`src/rtl/hazard_pkg.sv`:
```
// Shared types and helpers for the pipeline hazard controller.
// Latency: n/a (types, constants and a pure function only).
// Backpressure: n/a.
package hazard_pkg;

   localparam int HZ_REG_AW = 5;

   typedef enum logic [1:0] {
      RUN     = 2'd0,
      MD_WAIT = 2'd1,
      FLUSH   = 2'd2
   } hz_state_e;

   localparam logic [1:0] FWD_NONE = 2'b00;
   localparam logic [1:0] FWD_WB   = 2'b01;
   localparam logic [1:0] FWD_MEM  = 2'b10;

   // True when a written, non-x0 destination matches the source register.
   function automatic logic reg_match(input logic [HZ_REG_AW-1:0] addr,
                                      input logic [HZ_REG_AW-1:0] rd,
                                      input logic                 wren);
      return wren && (rd != '0) && (rd == addr);
   endfunction

endpackage

```
`src/rtl/hazard_control_unit_if.sv`:
```
// Bundle of pipeline status inputs and control outputs of the hazard controller.
// Latency: n/a (wiring only).
// Backpressure: the *_stall_en advance enables are the pipeline's stall mechanism.
interface hazard_control_unit_if #(
   parameter int REG_AW = 5,
   parameter int CNT_W  = 16
);
   logic [REG_AW-1:0] ID_rs1_addr;
   logic [REG_AW-1:0] ID_rs2_addr;
   logic              ID_rs1_used;
   logic              ID_rs2_used;
   logic [REG_AW-1:0] EX_rs1_addr;
   logic [REG_AW-1:0] EX_rs2_addr;
   logic [REG_AW-1:0] EX_rd_addr;
   logic              EX_rd_wren;
   logic              EX_ld_en;
   logic              EX_md_en;
   logic [REG_AW-1:0] MEM_rd_addr;
   logic              MEM_rd_wren;
   logic [REG_AW-1:0] WB_rd_addr;
   logic              WB_rd_wren;
   logic              MEM_pc_br;
   logic              md_done_i;

   logic [1:0]        forwardA_en;
   logic [1:0]        forwardB_en;
   logic              IF_stall_en;
   logic              ID_stall_en;
   logic              EX_stall_en;
   logic              IF_rst_n;
   logic              ID_rst_n;
   logic              EX_rst_n;
   logic              md_start_o;
   logic              md_timeout_o;
   logic [CNT_W-1:0]  stall_cycles_o;
   logic [CNT_W-1:0]  flush_count_o;

   // Pipeline side: reports stage status, consumes control.
   modport master (
      output ID_rs1_addr, ID_rs2_addr, ID_rs1_used, ID_rs2_used,
             EX_rs1_addr, EX_rs2_addr, EX_rd_addr, EX_rd_wren, EX_ld_en, EX_md_en,
             MEM_rd_addr, MEM_rd_wren, WB_rd_addr, WB_rd_wren, MEM_pc_br, md_done_i,
      input  forwardA_en, forwardB_en, IF_stall_en, ID_stall_en, EX_stall_en,
             IF_rst_n, ID_rst_n, EX_rst_n, md_start_o, md_timeout_o,
             stall_cycles_o, flush_count_o
   );

   // Controller side.
   modport slave (
      input  ID_rs1_addr, ID_rs2_addr, ID_rs1_used, ID_rs2_used,
             EX_rs1_addr, EX_rs2_addr, EX_rd_addr, EX_rd_wren, EX_ld_en, EX_md_en,
             MEM_rd_addr, MEM_rd_wren, WB_rd_addr, WB_rd_wren, MEM_pc_br, md_done_i,
      output forwardA_en, forwardB_en, IF_stall_en, ID_stall_en, EX_stall_en,
             IF_rst_n, ID_rst_n, EX_rst_n, md_start_o, md_timeout_o,
             stall_cycles_o, flush_count_o
   );
endinterface

```
`src/rtl/hazard_control_unit_sat_counter.sv`:
```
// Saturating event counter: holds at all-ones instead of wrapping.
// Latency: count visible the cycle after inc_i.
// Backpressure: none; one event per cycle at most.
module sat_counter #(
   parameter int W = 16
) (
   input  logic         clk_i,
   input  logic         rst_i,
   input  logic         inc_i,
   input  logic         clr_i,
   output logic [W-1:0] cnt_o
);

   // Count up on inc_i, stick at all-ones, synchronous clear wins.
   always_ff @(posedge clk_i or posedge rst_i) begin
      if (rst_i) begin
         cnt_o <= '0;
      end else if (clr_i) begin
         cnt_o <= '0;
      end else if (inc_i && (cnt_o != '1)) begin
         cnt_o <= cnt_o + 1'b1;
      end
   end

endmodule

```
`src/rtl/hazard_control_unit.sv`:
```
// Pipeline hazard controller: forwarding, load-use bubbles, branch flushes, MUL/DIV hold.
// Latency: all controls combinational from current inputs and state; no added delay.
// Backpressure: stalls IF/ID/EX via *_stall_en while a MUL/DIV is in flight or on load-use.
module hazard_control_unit
   import hazard_pkg::*;
#(
   parameter int REG_AW     = HZ_REG_AW,
   parameter int CNT_W      = 16,
   parameter int MD_TIMEOUT = 64
) (
   input logic                clk_i,
   input logic                rst_i,
   hazard_control_unit_if.slave hz
);

   localparam int WC_W = $clog2(MD_TIMEOUT + 1);
   localparam logic [WC_W-1:0] WAIT_LAST = WC_W'(MD_TIMEOUT - 1);

   hz_state_e       state_q, state_d;
   logic [WC_W-1:0] wait_cnt_q;
   logic            md_fired_q;
   logic            md_timeout_q;

   logic            lu;
   logic            release_md;
   logic            timeout_hit;
   logic            flush_inc;
   logic            if_en, id_en, ex_en;
   logic            if_rn, id_rn, ex_rn;
   logic            md_start;
   logic [1:0]      fwd_a, fwd_b;

   // Operand forwarding: MEM beats WB, x0 never forwarded.
   always_comb begin
      fwd_a = FWD_NONE;
      fwd_b = FWD_NONE;
      if (reg_match(hz.EX_rs1_addr, hz.MEM_rd_addr, hz.MEM_rd_wren))     fwd_a = FWD_MEM;
      else if (reg_match(hz.EX_rs1_addr, hz.WB_rd_addr, hz.WB_rd_wren))  fwd_a = FWD_WB;
      if (reg_match(hz.EX_rs2_addr, hz.MEM_rd_addr, hz.MEM_rd_wren))     fwd_b = FWD_MEM;
      else if (reg_match(hz.EX_rs2_addr, hz.WB_rd_addr, hz.WB_rd_wren))  fwd_b = FWD_WB;
   end

   assign lu = hz.EX_ld_en &&
               (reg_match(hz.ID_rs1_addr, hz.EX_rd_addr, hz.EX_rd_wren && hz.ID_rs1_used) ||
                reg_match(hz.ID_rs2_addr, hz.EX_rd_addr, hz.EX_rd_wren && hz.ID_rs2_used));

   // Stage controls and next state; flush > mul/div > load-use, all quiet in reset.
   always_comb begin
      state_d     = state_q;
      if_en       = 1'b1;
      id_en       = 1'b1;
      ex_en       = 1'b1;
      if_rn       = 1'b1;
      id_rn       = 1'b1;
      ex_rn       = 1'b1;
      md_start    = 1'b0;
      release_md  = 1'b0;
      timeout_hit = 1'b0;
      flush_inc   = 1'b0;
      if (!rst_i) begin
         case (state_q)
            RUN: begin
               if (hz.MEM_pc_br) begin
                  if_rn     = 1'b0;
                  id_rn     = 1'b0;
                  ex_rn     = 1'b0;
                  flush_inc = 1'b1;
                  state_d   = FLUSH;
               end else if (hz.EX_md_en && !md_fired_q) begin
                  md_start = 1'b1;
                  if_en    = 1'b0;
                  id_en    = 1'b0;
                  ex_en    = 1'b0;
                  state_d  = MD_WAIT;
               end else if (lu) begin
                  if_en = 1'b0;
                  id_en = 1'b0;
                  id_rn = 1'b0;
               end
            end
            MD_WAIT: begin
               // A redirect cannot reach MEM here, so MEM_pc_br is ignored.
               if (hz.md_done_i || (wait_cnt_q == WAIT_LAST)) begin
                  release_md  = 1'b1;
                  timeout_hit = !hz.md_done_i;
                  state_d     = RUN;
               end else begin
                  if_en = 1'b0;
                  id_en = 1'b0;
                  ex_en = 1'b0;
               end
            end
            FLUSH:   state_d = RUN;
            default: state_d = RUN;
         endcase
      end
   end

   // State, wait counter, restart suppression and sticky timeout.
   always_ff @(posedge clk_i or posedge rst_i) begin
      if (rst_i) begin
         state_q      <= RUN;
         wait_cnt_q   <= '0;
         md_fired_q   <= 1'b0;
         md_timeout_q <= 1'b0;
      end else begin
         state_q <= state_d;
         if ((state_q == MD_WAIT) && !release_md) wait_cnt_q <= wait_cnt_q + 1'b1;
         else                                     wait_cnt_q <= '0;
         if (release_md)  md_fired_q <= 1'b1;
         else if (ex_en)  md_fired_q <= 1'b0;
         if (timeout_hit) md_timeout_q <= 1'b1;
      end
   end

   sat_counter #(.W(CNT_W)) u_stall_cnt (
      .clk_i (clk_i),
      .rst_i (rst_i),
      .inc_i (!if_en),
      .clr_i (1'b0),
      .cnt_o (hz.stall_cycles_o)
   );

   sat_counter #(.W(CNT_W)) u_flush_cnt (
      .clk_i (clk_i),
      .rst_i (rst_i),
      .inc_i (flush_inc),
      .clr_i (1'b0),
      .cnt_o (hz.flush_count_o)
   );

   assign hz.forwardA_en  = fwd_a;
   assign hz.forwardB_en  = fwd_b;
   assign hz.IF_stall_en  = if_en;
   assign hz.ID_stall_en  = id_en;
   assign hz.EX_stall_en  = ex_en;
   assign hz.IF_rst_n     = if_rn;
   assign hz.ID_rst_n     = id_rn;
   assign hz.EX_rst_n     = ex_rn;
   assign hz.md_start_o   = md_start;
   assign hz.md_timeout_o = md_timeout_q;

endmodule

```
`src/flat_wrapper.sv`:
```
// flat-port wrapper written by rule: the top's interface ports become plain ports
module hazard_control_unit_flat import hazard_pkg::*;
#(
   parameter int REG_AW     = HZ_REG_AW,
   parameter int CNT_W      = 16,
   parameter int MD_TIMEOUT = 64
)
  (clk_i, rst_i, hz_ID_rs1_addr, hz_ID_rs2_addr, hz_ID_rs1_used, hz_ID_rs2_used, hz_EX_rs1_addr, hz_EX_rs2_addr, hz_EX_rd_addr, hz_EX_rd_wren, hz_EX_ld_en, hz_EX_md_en, hz_MEM_rd_addr, hz_MEM_rd_wren, hz_WB_rd_addr, hz_WB_rd_wren, hz_MEM_pc_br, hz_md_done_i, hz_forwardA_en, hz_forwardB_en, hz_IF_stall_en, hz_ID_stall_en, hz_EX_stall_en, hz_IF_rst_n, hz_ID_rst_n, hz_EX_rst_n, hz_md_start_o, hz_md_timeout_o, hz_stall_cycles_o, hz_flush_count_o);
  hazard_control_unit_if #(.REG_AW(REG_AW), .CNT_W(CNT_W)) hz_i ();
  input logic clk_i;
  input logic rst_i;
  input wire logic [$bits(hz_i.ID_rs1_addr)-1:0] hz_ID_rs1_addr;
  input wire logic [$bits(hz_i.ID_rs2_addr)-1:0] hz_ID_rs2_addr;
  input wire logic [$bits(hz_i.ID_rs1_used)-1:0] hz_ID_rs1_used;
  input wire logic [$bits(hz_i.ID_rs2_used)-1:0] hz_ID_rs2_used;
  input wire logic [$bits(hz_i.EX_rs1_addr)-1:0] hz_EX_rs1_addr;
  input wire logic [$bits(hz_i.EX_rs2_addr)-1:0] hz_EX_rs2_addr;
  input wire logic [$bits(hz_i.EX_rd_addr)-1:0] hz_EX_rd_addr;
  input wire logic [$bits(hz_i.EX_rd_wren)-1:0] hz_EX_rd_wren;
  input wire logic [$bits(hz_i.EX_ld_en)-1:0] hz_EX_ld_en;
  input wire logic [$bits(hz_i.EX_md_en)-1:0] hz_EX_md_en;
  input wire logic [$bits(hz_i.MEM_rd_addr)-1:0] hz_MEM_rd_addr;
  input wire logic [$bits(hz_i.MEM_rd_wren)-1:0] hz_MEM_rd_wren;
  input wire logic [$bits(hz_i.WB_rd_addr)-1:0] hz_WB_rd_addr;
  input wire logic [$bits(hz_i.WB_rd_wren)-1:0] hz_WB_rd_wren;
  input wire logic [$bits(hz_i.MEM_pc_br)-1:0] hz_MEM_pc_br;
  input wire logic [$bits(hz_i.md_done_i)-1:0] hz_md_done_i;
  output wire logic [$bits(hz_i.forwardA_en)-1:0] hz_forwardA_en;
  output wire logic [$bits(hz_i.forwardB_en)-1:0] hz_forwardB_en;
  output wire logic [$bits(hz_i.IF_stall_en)-1:0] hz_IF_stall_en;
  output wire logic [$bits(hz_i.ID_stall_en)-1:0] hz_ID_stall_en;
  output wire logic [$bits(hz_i.EX_stall_en)-1:0] hz_EX_stall_en;
  output wire logic [$bits(hz_i.IF_rst_n)-1:0] hz_IF_rst_n;
  output wire logic [$bits(hz_i.ID_rst_n)-1:0] hz_ID_rst_n;
  output wire logic [$bits(hz_i.EX_rst_n)-1:0] hz_EX_rst_n;
  output wire logic [$bits(hz_i.md_start_o)-1:0] hz_md_start_o;
  output wire logic [$bits(hz_i.md_timeout_o)-1:0] hz_md_timeout_o;
  output wire logic [$bits(hz_i.stall_cycles_o)-1:0] hz_stall_cycles_o;
  output wire logic [$bits(hz_i.flush_count_o)-1:0] hz_flush_count_o;
  assign hz_i.ID_rs1_addr = hz_ID_rs1_addr;
  assign hz_i.ID_rs2_addr = hz_ID_rs2_addr;
  assign hz_i.ID_rs1_used = hz_ID_rs1_used;
  assign hz_i.ID_rs2_used = hz_ID_rs2_used;
  assign hz_i.EX_rs1_addr = hz_EX_rs1_addr;
  assign hz_i.EX_rs2_addr = hz_EX_rs2_addr;
  assign hz_i.EX_rd_addr = hz_EX_rd_addr;
  assign hz_i.EX_rd_wren = hz_EX_rd_wren;
  assign hz_i.EX_ld_en = hz_EX_ld_en;
  assign hz_i.EX_md_en = hz_EX_md_en;
  assign hz_i.MEM_rd_addr = hz_MEM_rd_addr;
  assign hz_i.MEM_rd_wren = hz_MEM_rd_wren;
  assign hz_i.WB_rd_addr = hz_WB_rd_addr;
  assign hz_i.WB_rd_wren = hz_WB_rd_wren;
  assign hz_i.MEM_pc_br = hz_MEM_pc_br;
  assign hz_i.md_done_i = hz_md_done_i;
  assign hz_forwardA_en = hz_i.forwardA_en;
  assign hz_forwardB_en = hz_i.forwardB_en;
  assign hz_IF_stall_en = hz_i.IF_stall_en;
  assign hz_ID_stall_en = hz_i.ID_stall_en;
  assign hz_EX_stall_en = hz_i.EX_stall_en;
  assign hz_IF_rst_n = hz_i.IF_rst_n;
  assign hz_ID_rst_n = hz_i.ID_rst_n;
  assign hz_EX_rst_n = hz_i.EX_rst_n;
  assign hz_md_start_o = hz_i.md_start_o;
  assign hz_md_timeout_o = hz_i.md_timeout_o;
  assign hz_stall_cycles_o = hz_i.stall_cycles_o;
  assign hz_flush_count_o = hz_i.flush_count_o;
  hazard_control_unit #(.REG_AW(REG_AW), .CNT_W(CNT_W), .MD_TIMEOUT(MD_TIMEOUT)) u_core (.clk_i(clk_i), .rst_i(rst_i), .hz(hz_i));
endmodule
```
`config.mk`:
```
export PLATFORM = sky130hd
export DESIGN_NAME = hazard_control_unit_flat
export DESIGN_NICKNAME = d
export VERILOG_FILES = /design/src/rtl/hazard_pkg.sv /design/src/rtl/hazard_control_unit_if.sv /design/src/rtl/hazard_control_unit_sat_counter.sv /design/src/rtl/hazard_control_unit.sv /design/src/flat_wrapper.sv
export SDC_FILE = /design/constraint.sdc
export NUM_CORES = 1
export LEC_CHECK = 0
export ABC_AREA = 1
export CAP_MARGIN = 10
export CORE_MARGIN = 5
export CORE_UTILIZATION = 50
export DETAILED_ROUTE_END_ITERATION = 7
export DONT_BUFFER_PORTS = 1
export GPL_TIMING_DRIVEN = 0
export PLACE_DENSITY = 0.73
export SETUP_SLACK_MARGIN = 0.02
export SLEW_MARGIN = 25
export SYNTH_ARGS = -nofsm -noshare
export SYNTH_HDL_FRONTEND = slang
export SYNTH_SLANG_ARGS = --single-unit
export TNS_END_PERCENT = 100
```
`constraint.sdc`:
```
create_clock -name clk_i -period 2.16 [get_ports clk_i]
set_clock_uncertainty 0.15 [all_clocks]
set_input_delay 0.108 -clock clk_i [delete_from_list [all_inputs] [get_ports clk_i]]
set_output_delay 0.108 -clock clk_i [all_outputs]
set_load 0.03 [all_outputs]
```
==> flow_summary.ini, run 1 <==
[final_layout]
final_common_cell = nand2_1
nFillCells = 529
syn2layout_area_growth_pct = 14.0
drive_above_1_share_pct = 15.0
num_antenna_cells = 0
nNetsFinal = 482
regArea_sq_um = 1080
mostFrequentLayoutCells = nand2_1, nor2_1, inv_1, dfrtp_1, nand3_1
fin_area_sq_um = 3380
multi_input_area_sq_um = 1690

[timing]
final-hold-violation-count = 0
finalCritPeriodShare_pct = 96.0
min_period_ns = 2.07
timing.slew.headroom_pct = 37.7
worst_slack_ns = 0.0860
setup_viol_count_final = 0
fmax_mhz = 482
drv_slew = 0
tightest_slew_ns = 0.927

[synthesis]
syn_inst = 409
syn_area_per_cell_sq_um = 7.24
yosysWarnings = 0
synth_cell_types = 29
synth-seq-area-share_pct = 36.3
synth_mux_area_share_pct = 0
synth_top_family_by_area = simple AND/OR/NAND/NOR gates
synth_area_sq_um = 2960
synthAdderAreaFrac_pct = 1.27
yosysTopAreaCell = dfrtp_1
ys_ff_latch = 43
synth-xor-area-share_pct = 14.2
synth.top_cell.area_share_pct = 36.3
syn_nets = 458
synth-simple-area-share_pct = 37.2
synth.area.top_cells = dfrtp_1, nand2_1, xor2_1
synth_compound_area_share_pct = 1.90

[worst_setup_path]
path_delay_family = simple AND/OR/NAND/NOR gates
required_ns = 2.24
cp_slowest_stage_delay_ns = 0.40
crit_path_cell_trace = ha_4 > nand3_4 > nor2_4 > nand3b_4 > nand2_2 > a21oi_2 > buf_4 > buf_4 > buf_4 > nand3_4 > buf_6 > nand2_1 > nand2_1
end_kind = register
r2r_cells = 13
critPathMostFrequentCell = buf_4
cp.arrival_ns = 2.15
critical_path.max_fanout = 6
path_buf_inv = 4
path_class = reg2reg
start_kind = register
cp_slowest_cell = dfrtp_1
crit_cells = 13

[floorplanning]
ios = 90
die-area_sq_um = 7570
core-area_sq_um = 5850
start_util_pct = 50.6
dieHeight_microns = 87.0
dieWidth_microns = 87.0
rows = 28

[power_and_ir_drop]
total_leakage_power_nw = 1.68
powerDensity_nw_per_um2 = 689
vdd_drop_max_mv = 0.658

[detailed_routing]
routedWlPerCell_microns = 13.8
drc = 0
routed_wl_microns = 7000
antenna_left = 0
vias = 2642
vias_per_cell = 5.20
first_pass_iters = 4
drtIter0Drc = 118

[clocking]
cts_tree = done
clkTransAtPathRegs_ns = 0.08
numCtsBuffers = 5
insertion_delay_ns = 0.30
cts_buffer_depth = 2
ctsRootBufferMaster = clkbuf_8
htree_levels = 2
cts.sink_count = 43

[place]
dp_hpwl_microns = 5170
gp_congestion = 0.840
port_buffers = 0
dp_slack_ns = -0.0387
place_area_sq_um = 3090

[global_routing]
grt_pass1_wl_microns = 11700
grt-ovfl-total = 0
track_usage_pct = 19.2
grt_pass1_vias = 2698
antenna_found_initial = 0
grt_start_max_net_pins = 28

[run_status]
status = finished clean

[hold_path]
min_path_cells = 6
worstHoldPathType = in2reg

[run]
cap_violations = 0
-- registers in the layout, indices dropped and copies added, names as in the netlist --
name and cells:
u_core.u_flush_cnt.cnt_o 16, u_core.u_stall_cnt.cnt_o 16, u_core.wait_cnt_q 7, u_core.state_q 2, u_core.hz.md_timeout_o 1, u_core.md_fired_q 1
-- through the flow --
stage               cells  utilization [%]  hold slack [ns]  TNS [ns]  power (mW)
floorplan             409                -            0.158         0        1.61
global placement      484             52.2            0.188     -2.09        1.72
detailed placement    485             52.8           -0.119   -0.0387        1.74
CTS                   503             56.6            0.101         0        2.32
global route          508             57.7            0.128  -0.00295        2.46
finish                508             57.7            0.104         0        2.33
-- power breakdown --
group | leakage (nW) | total [mW] | switching [mW] | internal [mW]
clock | 0.0470 | 0.519 | 0.268 | 0.251
sequential | 0.570 | 1.20 | 0.297 | 0.902
combinational | 1.06 | 0.609 | 0.359 | 0.250
-- cells in the mapped netlist (all sizes together) --
| cell | instances |
|---|---|
| nor3b | 2 |
| inv | 52 |
| nand2 | 129 |
| o21bai | 1 |
| nor4 | 2 |
| xnor2 | 22 |
| nor3 | 9 |
| nor2 | 49 |
| a21oi | 2 |
| clkinv | 1 |
| a31oi | 1 |
| ha | 3 |
| nand3 | 32 |
| o311ai | 1 |
| o21ai | 4 |
| nand4 | 21 |
| xor2 | 26 |
| nand3b | 1 |
| buf | 8 |
| dfrtp | 43 |
-- cell type report --
cell class | instances | share of cell area [%]
Multi-Input combinational cell | 305 | 50.0
Sequential cell | 43 | 32.0
Inverter | 53 | 5.96
Timing Repair Buffer | 18 | 4.78
Tap cell | 75 | 2.78
Clock buffer | 6 | 2.44
Buffer | 7 | 1.93
Clock inverter | 1 | 0.148
-- cells by family (layout without fill, tap and decap cells) --
kind of cell | count (synthesis) | in the layout
xor gates and xnor gates | 48 | 48
AOI/OAI and AO/OA | 9 | 9
adders and majority gates | 3 | 3
and+or+nand+nor | 245 | 245
DFF | 43 | 43
buffers and inverters | 61 | 85
-- layer usage --
layer / track usage (%) / vias to the layer above / share of wire (%)
met4: 7.79 / 0 / 1.9
met5: 0 / - / 0
li1: - / 1330 / -
met3: 6.53 / 16 / 8.2
met2: 34.6 / 93 / 52
met1: 20.3 / 1203 / 38
-- tightest hold or removal path, delay by kind of cell --
family                 cells  cell delay, ns
AOI/OAI and AO/OA          1            0.04
and+or+nand+nor            4            0.23
buffers and inverters      1            0.15
-- path summary, 6_finish.rpt --
kind	from	end	slack, ns
max	u_core.wait_cnt_q[1]	u_core.u_stall_cnt.cnt_o[15]	0.09
min	rst_i	u_core.u_stall_cnt.cnt_o[0]	0.10
max reg2reg	u_core.wait_cnt_q[1]	u_core.u_stall_cnt.cnt_o[15]	0.09
min reg2reg	u_core.md_fired_q	u_core.md_fired_q	0.35
max in group asynchronous	rst_i	u_core.u_stall_cnt.cnt_o[0]	1.30
min in group asynchronous	rst_i	u_core.u_flush_cnt.cnt_o[6]	0.15
-- timing repair --
| item | 4_1_cts | 5_1_grt |
|---|---|---|
| hold buffers | 4 | 0 |
| setup endpoints to repair | 14 | 23 |
| pin swaps | 1 | 6 |
| hold endpoints to repair | 48 | 0 |
| cloned | 1 | 0 |
| gates resized for setup | 11 | 9 |
| buffers inserted | 6 | 7 |
(Power assumes the default switching activity.)
==> inputs of run 2 (changes only) <==
--- a/config.mk
+++ b/config.mk
@@ -7,15 +7,19 @@
 export LEC_CHECK = 0
 export ABC_AREA = 1
 export CAP_MARGIN = 10
+export CELL_PAD_IN_SITES_DETAIL_PLACEMENT = 1
+export CELL_PAD_IN_SITES_GLOBAL_PLACEMENT = 1
 export CORE_MARGIN = 5
-export CORE_UTILIZATION = 50
+export CORE_UTILIZATION = 44
 export DETAILED_ROUTE_END_ITERATION = 7
 export DONT_BUFFER_PORTS = 1
+export GPL_ROUTABILITY_DRIVEN = 0
 export GPL_TIMING_DRIVEN = 0
-export PLACE_DENSITY = 0.73
+export PLACE_DENSITY = 0.88
 export SETUP_SLACK_MARGIN = 0.02
 export SLEW_MARGIN = 25
 export SYNTH_ARGS = -nofsm -noshare
 export SYNTH_HDL_FRONTEND = slang
+export SYNTH_HIERARCHICAL = 1
 export SYNTH_SLANG_ARGS = --single-unit
 export TNS_END_PERCENT = 100
==> flow_summary.ini, run 2 <==
[run_status]
status = finished clean

[synthesis]
yosysTopAreaCell = dfrtp_1
async_flop_share_pct = 100
synth-edff-count = 0
yosysWarnings = 6
synth_ff_type = dfrtp_1
synth_common_cells = nand2_1, inv_1, nor2_1
synth_area_sq_um = 3320
yosysMostFrequentCell = nand2_1
synth-seq-area-share_pct = 32.4
ys_ff_latch = 43
synth.area.top_cells = dfrtp_1, nand2_1, inv_1
syn_area_per_cell_sq_um = 6.60
synth_cell_types = 31
syn_inst = 503
synth.top_cell.area_share_pct = 32.4

[final_layout]
mostFrequentLayoutCells = nand2_1, inv_1, nor2_1, dfrtp_1, nand3_1
top_regs = u_core/u_flush_cnt/cnt_o: 16 flops, u_core/u_stall_cnt/cnt_o: 16 flops, u_core/wait_cnt_q: 7 flops
multi_input_area_sq_um = 2050
layoutNonFillerInstCount = 646
fin_area_sq_um = 3920
nNetsFinal = 595
syn2layout_area_growth_pct = 17.9
nFillCells = 994
final_common_cell = nand2_1
drive_above_1_share_pct = 16.5
num_antenna_cells = 0
regArea_sq_um = 1090

[timing]
setup_viol_count_final = 0
totalNegativeSetupSlack_ns = 0
final-hold-violation-count = 0
min_period_ns = 2.15
finalCritPeriodShare_pct = 99.3
timing.slew.headroom_pct = 33.2
tightest_slew_ns = 0.995
drv_slew = 0
fmax_mhz = 466
grt_setup_unrepaired = true

[floorplanning]
ios = 90
die-area_sq_um = 9390
dieWidth_microns = 96.9
core-area_sq_um = 7290
dieHeight_microns = 96.9
rows = 31
start_util_pct = 45.6

[detailed_routing]
routed_wl_microns = 10900
antenna_left = 0
drc = 0
vias = 3423
drtIter0Drc = 97
vias_per_cell = 5.30
first_pass_iters = 4
routedWlPerCell_microns = 16.8

[clocking]
insertion_delay_ns = 0.31
clkTransAtPathRegs_ns = 0.10
ctsRootBufferMaster = clkbuf_8
cts_buffer_depth = 2
cts.sink_count = 43
cts_tree = done
htree_levels = 2
numCtsBuffers = 5

[hold_path]
min_path_cells = 7
worstHoldPathType = in2reg

[place]
port_buffers = 0
placed_cells = 610
dp_hpwl_microns = 7410
place_area_sq_um = 3480

[worst_setup_path]
cp_slowest_cell = dfrtp_1
crit_path_cell_trace = ha_4 > nand3_4 > nor2_4 > nand3_4 > nand2_1 > nand2_1 > nand3_2 > buf_4 > inv_1 > nand2_4 > buf_6
critical_path.max_fanout = 3
crit_cells = 11
cp_slowest_stage_delay_ns = 0.40
start_kind = register
required_ns = 1.90
path_delay_family = simple AND/OR/NAND/NOR gates
r2r_cells = 14
path_buf_inv = 3
path_class = reg2out
end_kind = primary output
cp.arrival_ns = 1.89

[global_routing]
grt_pass1_wl_microns = 16100
grt-ovfl-total = 0
antenna_found_initial = 0
track_usage_pct = 20.0
grt_start_max_net_pins = 17
grt_pass1_vias = 3444

[power_and_ir_drop]
vdd_drop_max_mv = 0.286
total_leakage_power_nw = 1.95
powerDensity_nw_per_um2 = 493

[run]
cap_violations = 0
[run 2: report_power, final]
part | internal, mW | leakage [nW] | switching, mW
clock | 0.232 | 0.0408 | 0.321
sequential | 0.827 | 0.583 | 0.0496
combinational | 0.185 | 1.33 | 0.315
[run 2: final cells by class]
| type | count | share of cell area (%) |
|---|---|---|
| multi-input cells | 390 | 52.4 |
| flip-flops and latches | 43 | 27.8 |
| inverters | 71 | 7.06 |
| repair buffers | 27 | 5.43 |
| well taps | 99 | 3.16 |
| plain buffers | 8 | 1.82 |
| clock buffers | 5 | 1.76 |
| clock inverters | 3 | 0.607 |
[run 2: kinds of logic (layout without fill, tap and decap cells)]
logic type / after synthesis / count (layout) / share of synthesized area (%)
simple gates: 331 / 332 / 46.0
buf+inv: 79 / 114 / 9.68
flops: 43 / 43 / 32.4
xor+xnor: 31 / 31 / 8.17
compound gates: 15 / 15 / 2.49
fa+ha+maj: 3 / 3 / 1.13
other cells: 1 / 9 / 0.113
[run 2: metal layers]
metal  vias to the layer above  part of all wire, %  global-route usage (%)  wire length, microns
met3                        21                  6.5                    4.96                   708
met4                         0                  2.0                    3.46                   213
met5                         -                    0                       0                     0
met1                      1645                   38                    22.9                  4180
met2                       105                   53                    37.7                  5750
li1                       1652                    -                       -                     -
[run 2: what timing repair did]
action                     4_1_cts  5_1_grt
setup endpoints to repair       30       30
cloned                           0        2
hold endpoints to repair        46        0
resized for setup               17       26
hold buffers                     4        0
setup buffers                    1       21
pin swaps                        1       10
[run 2: worst min-delay path, cell delays in order]
cell and delay (ns):
nor2_1 0.05, nand3_2 0.11, a21oi_4 0.04, nand4_1 0.07, nand2_1 0.05, inv_1 0.05
nor2_1 0.04
[run 2: path summary, 6_finish.rpt]
| kind | to | slack (ns) | from |
|---|---|---|---|
| worst max-delay path | hz_IF_stall_en | 0.01 | u_core/wait_cnt_q[1] |
| worst min-delay path | u_core/u_stall_cnt/cnt_o[8] | 0.08 | rst_i |
| worst max register to register | u_core/u_stall_cnt/cnt_o[5] | 0.03 | u_core/wait_cnt_q[1] |
| worst min register to register | u_core/md_fired_q | 0.44 | u_core/md_fired_q |
| max in group asynchronous | u_core/u_flush_cnt/cnt_o[0] | 1.06 | rst_i |
| min in group asynchronous | u_core/state_q[0] | 0.14 | rst_i |
[run 2: stage by stage]
step / setup WS, ns / hold slack, ns / total power [mW] / utilization, %
after floorplan: 0.156 / -0.141 / 1.17 / -
after global placement: -0.196 / -0.0838 / 1.23 / 47.7
after detailed placement: -0.235 / -0.0736 / 1.24 / 47.7
after CTS: 0.00868 / 0.103 / 1.84 / 50.2
after global routing: -0.100 / 0.116 / 2.03 / 53.7
final: 0.0144 / 0.0794 / 1.93 / 53.7
